--- config.mk ---
export PLATFORM = sky130hd
export DESIGN_NAME = bsg_chip_wh_link_arbiter
export DESIGN_NICKNAME = d
export VERILOG_FILES = /design/src/rtl/bsg_chip_pkg.sv /design/src/rtl/bsg_chip_wh_rr_pick.sv /design/src/rtl/bsg_chip_wh_link_arbiter.sv
export SDC_FILE = /design/constraint.sdc
export NUM_CORES = 1
export LEC_CHECK = 0
export BUFFER_PORTS_ARGS = -buffer_cell sky130_fd_sc_hd__buf_2
export CORE_UTILIZATION = 34
export DETAILED_ROUTE_END_ITERATION = 8
export PLACE_DENSITY = 0.8
export SETUP_SLACK_MARGIN = 0.4
export SYNTH_ARGS = -nofsm -noshare
export SYNTH_HDL_FRONTEND = slang
export SYNTH_HIERARCHICAL = 1
export SYNTH_SLANG_ARGS = --single-unit
--- constraint.sdc ---
create_clock -name clk_i -period 2.01 [get_ports clk_i]
set_input_delay 0.201 -clock clk_i [delete_from_list [all_inputs] [get_ports clk_i]]
set_output_delay 0.201 -clock clk_i [all_outputs]
set_load 0.02 [all_outputs]
--- src/rtl/bsg_chip_pkg.sv ---
// bsg_chip_pkg: chip-wide widths plus wormhole header view and link arbiter state
package bsg_chip_pkg;
  localparam int ct_width_gp = 32;
  localparam int wh_cord_width_gp = 5;
  localparam int wh_len_width_gp = 3;
  typedef struct packed {
    logic [wh_len_width_gp-1:0] len;
    logic [wh_cord_width_gp-1:0] cord;
  } bsg_chip_wh_hdr_s;
  typedef enum logic [1:0] {IDLE, HOLD, BUSY} bsg_chip_wh_arb_state_e;
endpackage

--- src/rtl/bsg_chip_wh_rr_pick.sv ---
// bsg_chip_wh_rr_pick: rotating-priority encoder, first valid at or after ptr_i with wrap
module bsg_chip_wh_rr_pick #(
  parameter int num_in_p = 2,
  localparam int pw = $clog2(num_in_p)
) (
  input  logic [num_in_p-1:0] v_i,
  input  logic [pw-1:0]       ptr_i,
  output logic [num_in_p-1:0] grant_o,
  output logic [pw-1:0]       idx_o
);
  logic [pw-1:0] j;
  logic found;
  always_comb begin
    grant_o = '0;
    idx_o = '0;
    found = 1'b0;
    j = '0;
    for (int k = 0; k < num_in_p; k++) begin
      j = pw'((int'(ptr_i) + k) % num_in_p);
      if (!found && v_i[j]) begin
        found = 1'b1;
        grant_o[j] = 1'b1;
        idx_o = j;
      end
    end
  end
endmodule

--- src/rtl/bsg_chip_wh_link_arbiter.sv ---
// bsg_chip_wh_link_arbiter: per-packet round-robin steering of wormhole links onto one router link
module bsg_chip_wh_link_arbiter
  import bsg_chip_pkg::*;
#(
  parameter int num_in_p = 2,
  parameter int width_p = ct_width_gp,
  parameter int cord_width_p = wh_cord_width_gp,
  parameter int len_width_p = wh_len_width_gp
) (
  input  logic                              clk_i,
  input  logic                              reset_i,
  input  logic [num_in_p-1:0]               v_i,
  input  logic [num_in_p-1:0][width_p-1:0]  data_i,
  output logic [num_in_p-1:0]               ready_and_o,
  output logic                              v_o,
  output logic [width_p-1:0]                data_o,
  input  logic                              ready_and_i,
  output logic                              busy_o
);
  localparam int pw = $clog2(num_in_p);
  bsg_chip_wh_arb_state_e state_r;
  logic [pw-1:0] ptr_r, sel_r, g_idx, src, nxt;
  logic [num_in_p-1:0] g_oh;
  logic [len_width_p-1:0] cnt_r, len;
  logic acc;
  bsg_chip_wh_rr_pick #(.num_in_p(num_in_p)) pick (
    .v_i(v_i),
    .ptr_i(ptr_r),
    .grant_o(g_oh),
    .idx_o(g_idx)
  );
  // once an offer is made (HOLD) or a packet is mid-flight (BUSY) only sel_r may drive the link
  assign src = state_r == IDLE ? g_idx : sel_r;
  assign v_o = ~reset_i & v_i[src];
  assign data_o = data_i[src];
  assign acc = v_o & ready_and_i;
  assign ready_and_o = acc ? (state_r == IDLE ? g_oh : num_in_p'(1) << sel_r) : '0;
  assign len = data_o[cord_width_p +: len_width_p];
  assign nxt = src == pw'(num_in_p - 1) ? '0 : src + 1'b1;
  assign busy_o = state_r != IDLE;
  always_ff @(posedge clk_i) begin
    if (reset_i) begin
      state_r <= IDLE;
      ptr_r <= '0;
      sel_r <= '0;
      cnt_r <= '0;
    end else begin
      case (state_r)
        IDLE, HOLD: if (v_o) begin
          sel_r <= src;
          if (acc && len == '0) begin
            state_r <= IDLE;
            ptr_r <= nxt;
          end else if (acc) begin
            state_r <= BUSY;
            cnt_r <= len;
          end else state_r <= HOLD;
        end
        BUSY: if (acc) begin
          cnt_r <= cnt_r - 1'b1;
          if (cnt_r == len_width_p'(1)) begin
            state_r <= IDLE;
            ptr_r <= nxt;
          end
        end
        default: state_r <= IDLE;
      endcase
    end
  end
endmodule

# [After elaboration in Yosys (flattened, before gate mapping)]
# Cells that the tools add are included.
[word_totals] regBits=7 in_bits=69 out_inout_bits=36
[classes] add_sub_neg=3 magnitude_cmp=5 n_eq_ne=9 shifts=1 mux=37 bitwise=4 reduce_logical=14
[op_table] op="$mux 32" n=2
[op_table] op="$mux 2" n=9
[op_table] op="$mux 1" n=17
[op_table] op="$mux 3" n=4
[op_table] op="$ne 2x2->1 const B" n=6
[op_table] op="$reduce_and 5->1" n=2
[op_table] op="$lt 1x2->1 const B" n=3
[op_table] op="$pmux 3 s2" n=1
[op_table] op="$logic_and 1x1->1" n=4
[op_table] op="$pmux 2 s2" n=1
[op_table] op="$reduce_bool 2->1" n=2
[op_table] op="$eq 3x1->1 const B" n=1
[op_table] op="$logic_not 3->1" n=1
[op_table] op="$reduce_and 3->1" n=1
[op_table] op="$sub 3x1->3 const B" n=1
[op_table] op="$add 1x1->1 const B" n=2
[op_table] op="$and 1x1->1" n=2
[op_table] op="$demux 1 s1" n=2
[op_table] op="$eq 2x1->1 const B" n=1
[op_table] op="$eq 2x2->1 const B" n=1
[op_table] op="$ge 1x1->1 const B" n=2
[op_table] op="$logic_not 2->1" n=1
[op_table] op="$or 2x2->2" n=1
[op_table] op="$pmux 1 s2" n=1
[op_table] op="5 further kinds" n=5

# [Depth between registers and ports, before layout]
[depth] word_depth=15 depth_mapped=9

# [Cells and area by module]
# Netlist, hierarchy kept.
[modules_own_cells] module="bsg_chip_wh_link_arbiter" n_inst=1 cells_per_inst=104 area_each_um2=932.1 seq_area_each_um2=140.1
[modules_own_cells] module="bsg_chip_wh_rr_pick" n_inst=1 cells_per_inst=4 area_each_um2=30.0 seq_area_each_um2=0.0

# [Least setup slack after synthesis]
# No wires, ideal clock.
[synth_path] kind="register to output" from="reg ptr_r" to="out ready_and_o[1]" arrival_ps=1948 path_slack_ps=-139 stages_incl_launch_ff=7 cell_sequence="dfxtp_1 -> inv_1 -> a21boi_1 -> or3b_4 -> a21bo_2 -> a21oi_2 -> a21boi_0"
[synth_via] elab_chain_cells=12 elab_cells_between_ends=30
[synth_lines] item="from (decl)" line="bsg_chip_wh_link_arbiter.sv:22" text="logic [pw-1:0] ptr_r, sel_r, g_idx, src, nxt;"
[synth_lines] item="from (signal assigned)" line="bsg_chip_wh_link_arbiter.sv:53" text="ptr_r <= nxt;"
[synth_lines] item="from (signal assigned)" line="bsg_chip_wh_link_arbiter.sv:63" text="ptr_r <= nxt;"
[synth_lines] item="$mux 1 (not written as such) (2 in series)" line="bsg_chip_wh_rr_pick.sv:20" text="if (!found && v_i[j]) begin"
[synth_lines] item="$mux 1" line="bsg_chip_wh_rr_pick.sv:20"
[synth_lines] item="$logic_not 1->1" line="bsg_chip_wh_rr_pick.sv:20"
[synth_lines] item="$logic_and 1x1->1" line="bsg_chip_wh_rr_pick.sv:20"
[synth_lines] item="$mux 1 (*)" line="bsg_chip_wh_rr_pick.sv:20"
[synth_lines] item="named net g_idx" line="bsg_chip_wh_link_arbiter.sv:22"
[synth_lines] item="$mux 1 (*)" line="bsg_chip_wh_link_arbiter.sv:33" text="assign src = state_r == IDLE ? g_idx : sel_r;"
[synth_lines] item="$mux 1 (not written as such) (*) (2 in series)" line="bsg_chip_wh_link_arbiter.sv:34" text="assign v_o = ~reset_i & v_i[src];"
[synth_lines] item="$and 1x1->1 (*)" line="bsg_chip_wh_link_arbiter.sv:34"
[synth_lines] item="$and 1x1->1 (*)" line="bsg_chip_wh_link_arbiter.sv:36" text="assign acc = v_o & ready_and_i;"
[synth_lines] item="$mux 2 (*)" line="bsg_chip_wh_link_arbiter.sv:37" text="assign ready_and_o = acc ? (state_r == IDLE ? g_oh : num_in_p'(1) << sel_r) : '0;"
[synth_lines] item="to (decl)" line="bsg_chip_wh_link_arbiter.sv:14" text="output logic [num_in_p-1:0] ready_and_o,"
# The timed path passes the listed nets; every way through them passes the cells marked *. The select of a mux whose other input is x is not followed.

# [Worst setup path in the final report]
# Same ends and word-level chain as after synthesis.

==> results.toml <==
[outcome]
status = "complete, but fails checks"
violations = "setup timing"

[floorplanning]
rows = 18
die_w_um = 55.2
die_h_um = 55.2
fp.dieArea_um2 = 3050
core-area_um2 = 2570
io_pins = 105
start_util_pct = 37.5

[sta]
setup_violations = 36
post-route-period-util_pct = 107
drv_slew = 0
slew_headroom_pct = 81.9
rsz0062_at_grt = "true"
fin_skew_ns = 0.00859
min_period_ns = 2.14
timing.final.ws_setup_ns = -0.133
max_freq_mhz = 467
hold_viol_final = 0
worst_slew_pin_slew_ns = 0.269
tns_ns = -3.08

[place]
place_inst = 241
gp_congestion = 0.812
post-dp-hpwl_um = 2980
io_buffers = 104

[global_routing]
met2_usage_pct = 53.0
use_met1_pct = 24.5
grtUsageMet3_pct = 3.01
grt_pass1_vias = 1270
busiest_layer = "met2"
grt_pass1_wl_um = 5420
antenna_found_initial = 0
overflow = 0
groute.usage.overall_pct = 25.1
grt_max_degree = 19

[clock_network]
cts_buffer_depth = 2
insertion_delay_ns = 0.26
cts_root_buf = "clkbuf_4"
cts_buffers = 3
htreeDepth = 1
clkSlewWorstSetupHoldPaths_ns = 0.07
ctsHoldBuffers = 0
cts.sinks = 7
cts_tree = "yes"

[critical_path]
cp-start-kind = "register"
crit_required_ns = 1.81
rr_worst_depth = 9
reg2reg_from = "ptr_r"
cp_slowest_cell = "or3b_4"
crit_path_end_kind = "output port"
rr_endpoint = "cnt_r[2]"
critPathMaxStageDelay_ns = 0.42
cp.depth = 7
path_buf_inv = 2
critPathMostFrequentCell = "a21boi_2"
cp_top_family = "compound AO/OA/AOI/OAI gates"
cp_max_fo = 4
crit_arrival_ns = 1.94
critPathKind = "reg -> out"
r2r_setup_slack_ns = -0.04
path_cells = "inv_2 > a21boi_2 > or3b_4 > a21bo_4 > a21oi_4 > a21boi_2 > buf_4"

[synthesis]
synth_fa_ha_area_share_pct = 2.60
synth_compound_area_share_pct = 20.2
synthCells = 108
syn_area_per_cell_um2 = 8.91
synth-xor-area-share_pct = 0
syn_nets = 179
ys_ff_latch = 7
synth_area_um2 = 962
muxShareOfSynthArea_pct = 40.8
synthSimpleGateAreaFrac_pct = 15.2
ys_seq_area_share_pct = 14.6
yosys.cell_types.count = 39
ys_warn_count = 6
synth_top_family_by_area = "multiplexers"

[detailed_routing]
drc_errors = 0
drt_iter0_drc = 11
vias = 1345
drtAntennaViolNets = 0
routed_wl_um = 3910
firstDrtPassIters = 4
vias_per_cell = 5.25
wl_per_cell_um = 15.3

[worst_hold_path]
min_to = "sel_r"
hold_start = "reset_i"
worstHoldPathType = "in -> reg"
min_path_cells = 2

[pwr]
finalPower_mw = 0.961
p_leak_nw = 0.900
ir_drop_uv = 378
p_per_area_nw_per_um2 = 539

[layout]
layout.cells.non_filler = 256
fin_nets = 298
drive_gt1_share_pct = 77.9
n_fill_cell = 234
fin_util_pct = 69.5
multi_input_area_um2 = 846
seq_area_um2 = 141
n_antenna_cell = 0
layout_common_cells = "89 x buf_2, 27 x mux2_2, 21 x buf_4, 10 x buf_6, 8 x nand2_1"
synthToLayoutAreaGrowth_pct = 85.6
final_common_cell = "buf_2"

[run]
max-cap-violations = 0
-- per-stage QoR --
step                instance area [um2]  worst slack (ns)  hold slack, ns
global placement                   1560            0.0556           0.448
finish                             1790            -0.133           0.246
global route                       1790            -0.214           0.255
floorplan                          1020             0.121           0.417
CTS                                1710            -0.134           0.240
detailed placement                 1560            0.0239           0.452
-- worst max-delay path by stage --
| stage | endpoint | slack, ns | startpoint |
|---|---|---|---|
| after floorplan | cnt_r[1] | 0.12 | ptr_r |
| after global placement | data_o[5] | 0.06 | ptr_r |
| final | ready_and_o[1] | -0.13 | ptr_r |
| after detailed placement | ready_and_o[1] | 0.02 | ptr_r |
| after CTS | ready_and_o[1] | -0.13 | ptr_r |
| after global routing | ready_and_o[1] | -0.21 | ptr_r |
-- where the power goes --
| group | internal (mW) | total, mW | switching, mW |
|---|---|---|---|
| Sequential | 0.153 | 0.168 | 0.0157 |
| Combinational | 0.324 | 0.650 | 0.326 |
| Clock | 0.0765 | 0.143 | 0.0662 |
| Total | 0.553 | 0.961 | 0.408 |
-- synthesized netlist by cell type --
| master | number | share of area, % |
|---|---|---|
| a211o_1 | 1 | 0.91 |
| a211oi_1 | 1 | 0.78 |
| a211oi_2 | 1 | 1.3 |
| a21bo_2 | 1 | 1.0 |
| a21boi_0 | 1 | 0.78 |
| a21boi_1 | 2 | 1.6 |
| a21boi_2 | 1 | 1.2 |
| a21o_1 | 1 | 0.78 |
| a21oi_1 | 6 | 3.1 |
| a21oi_2 | 1 | 0.91 |
| a311o_1 | 1 | 1.0 |
| a31o_2 | 2 | 1.8 |
| and2_1 | 1 | 0.65 |
| and2_4 | 1 | 0.91 |
| buf_2 | 3 | 1.6 |
| buf_6 | 2 | 2.3 |
| clkbuf_1 | 2 | 0.78 |
| dfxtp_1 | 7 | 15 |
| ha_1 | 2 | 2.6 |
| inv_1 | 5 | 2.0 |
| mux2_2 | 30 | 35 |
| mux2_4 | 3 | 4.7 |
| mux2i_1 | 1 | 1.0 |
| nand2_1 | 8 | 3.1 |
| nand2b_1 | 3 | 2.0 |
| nand3_1 | 1 | 0.52 |
| nand4b_1 | 1 | 0.91 |
| nor2_1 | 4 | 1.6 |
| nor2b_1 | 1 | 0.65 |
| nor3_1 | 2 | 1.0 |
| nor4_1 | 2 | 1.3 |
| o211a_1 | 1 | 1.0 |
| o211ai_1 | 2 | 1.6 |
| o21ai_0 | 2 | 1.0 |
| o21ai_1 | 1 | 0.52 |
| o31ai_1 | 1 | 0.78 |
| or3_1 | 1 | 0.65 |
| or3b_4 | 1 | 1.2 |
| or4_1 | 1 | 0.78 |
-- per-layer routing --
metal  wire [um]  vias up
met5           0        -
met4          66        0
met3         196        6
met2        2210       59
met1        1430      641
li1            -      639
-- worst register-to-register path, delay by kind of cell (launching register included) --
kind                   cells  cell delay [ns]
AO/OA/AOI/OAI              5             0.87
buffers and inverters      3             0.30
AND/OR/NAND/NOR            1             0.42
flip-flops                 1             0.34
-- registers in the layout, indices dropped and copies added, names as in the netlist --
| register | cells |
|---|---|
| sel_r | 1 |
| ptr_r | 1 |
| state_r | 2 |
| cnt_r | 3 |
-- area by class of cell --
class	instances	area share, %
clock buffers	4	1.47
inverters	5	1.05
multi-input cells	90	47.4
flip-flops and latches	7	7.92
well taps	30	2.10
repair buffers	120	40.1
-- logic make-up after synthesis --
family | count (synthesis)
compound gates | 26
fa+ha+maj | 2
buf+inv | 12
flops | 7
mux | 34
simple gates | 27
-- what timing repair did --
action | CTS | global route
setup buffers | 7 | 3
cloned | 1 | 0
setup endpoints to repair | 42 | 42
pin swaps | 11 | 5
resized for setup | 19 | 17
Note: power is estimated with default switching activity, not from simulation.
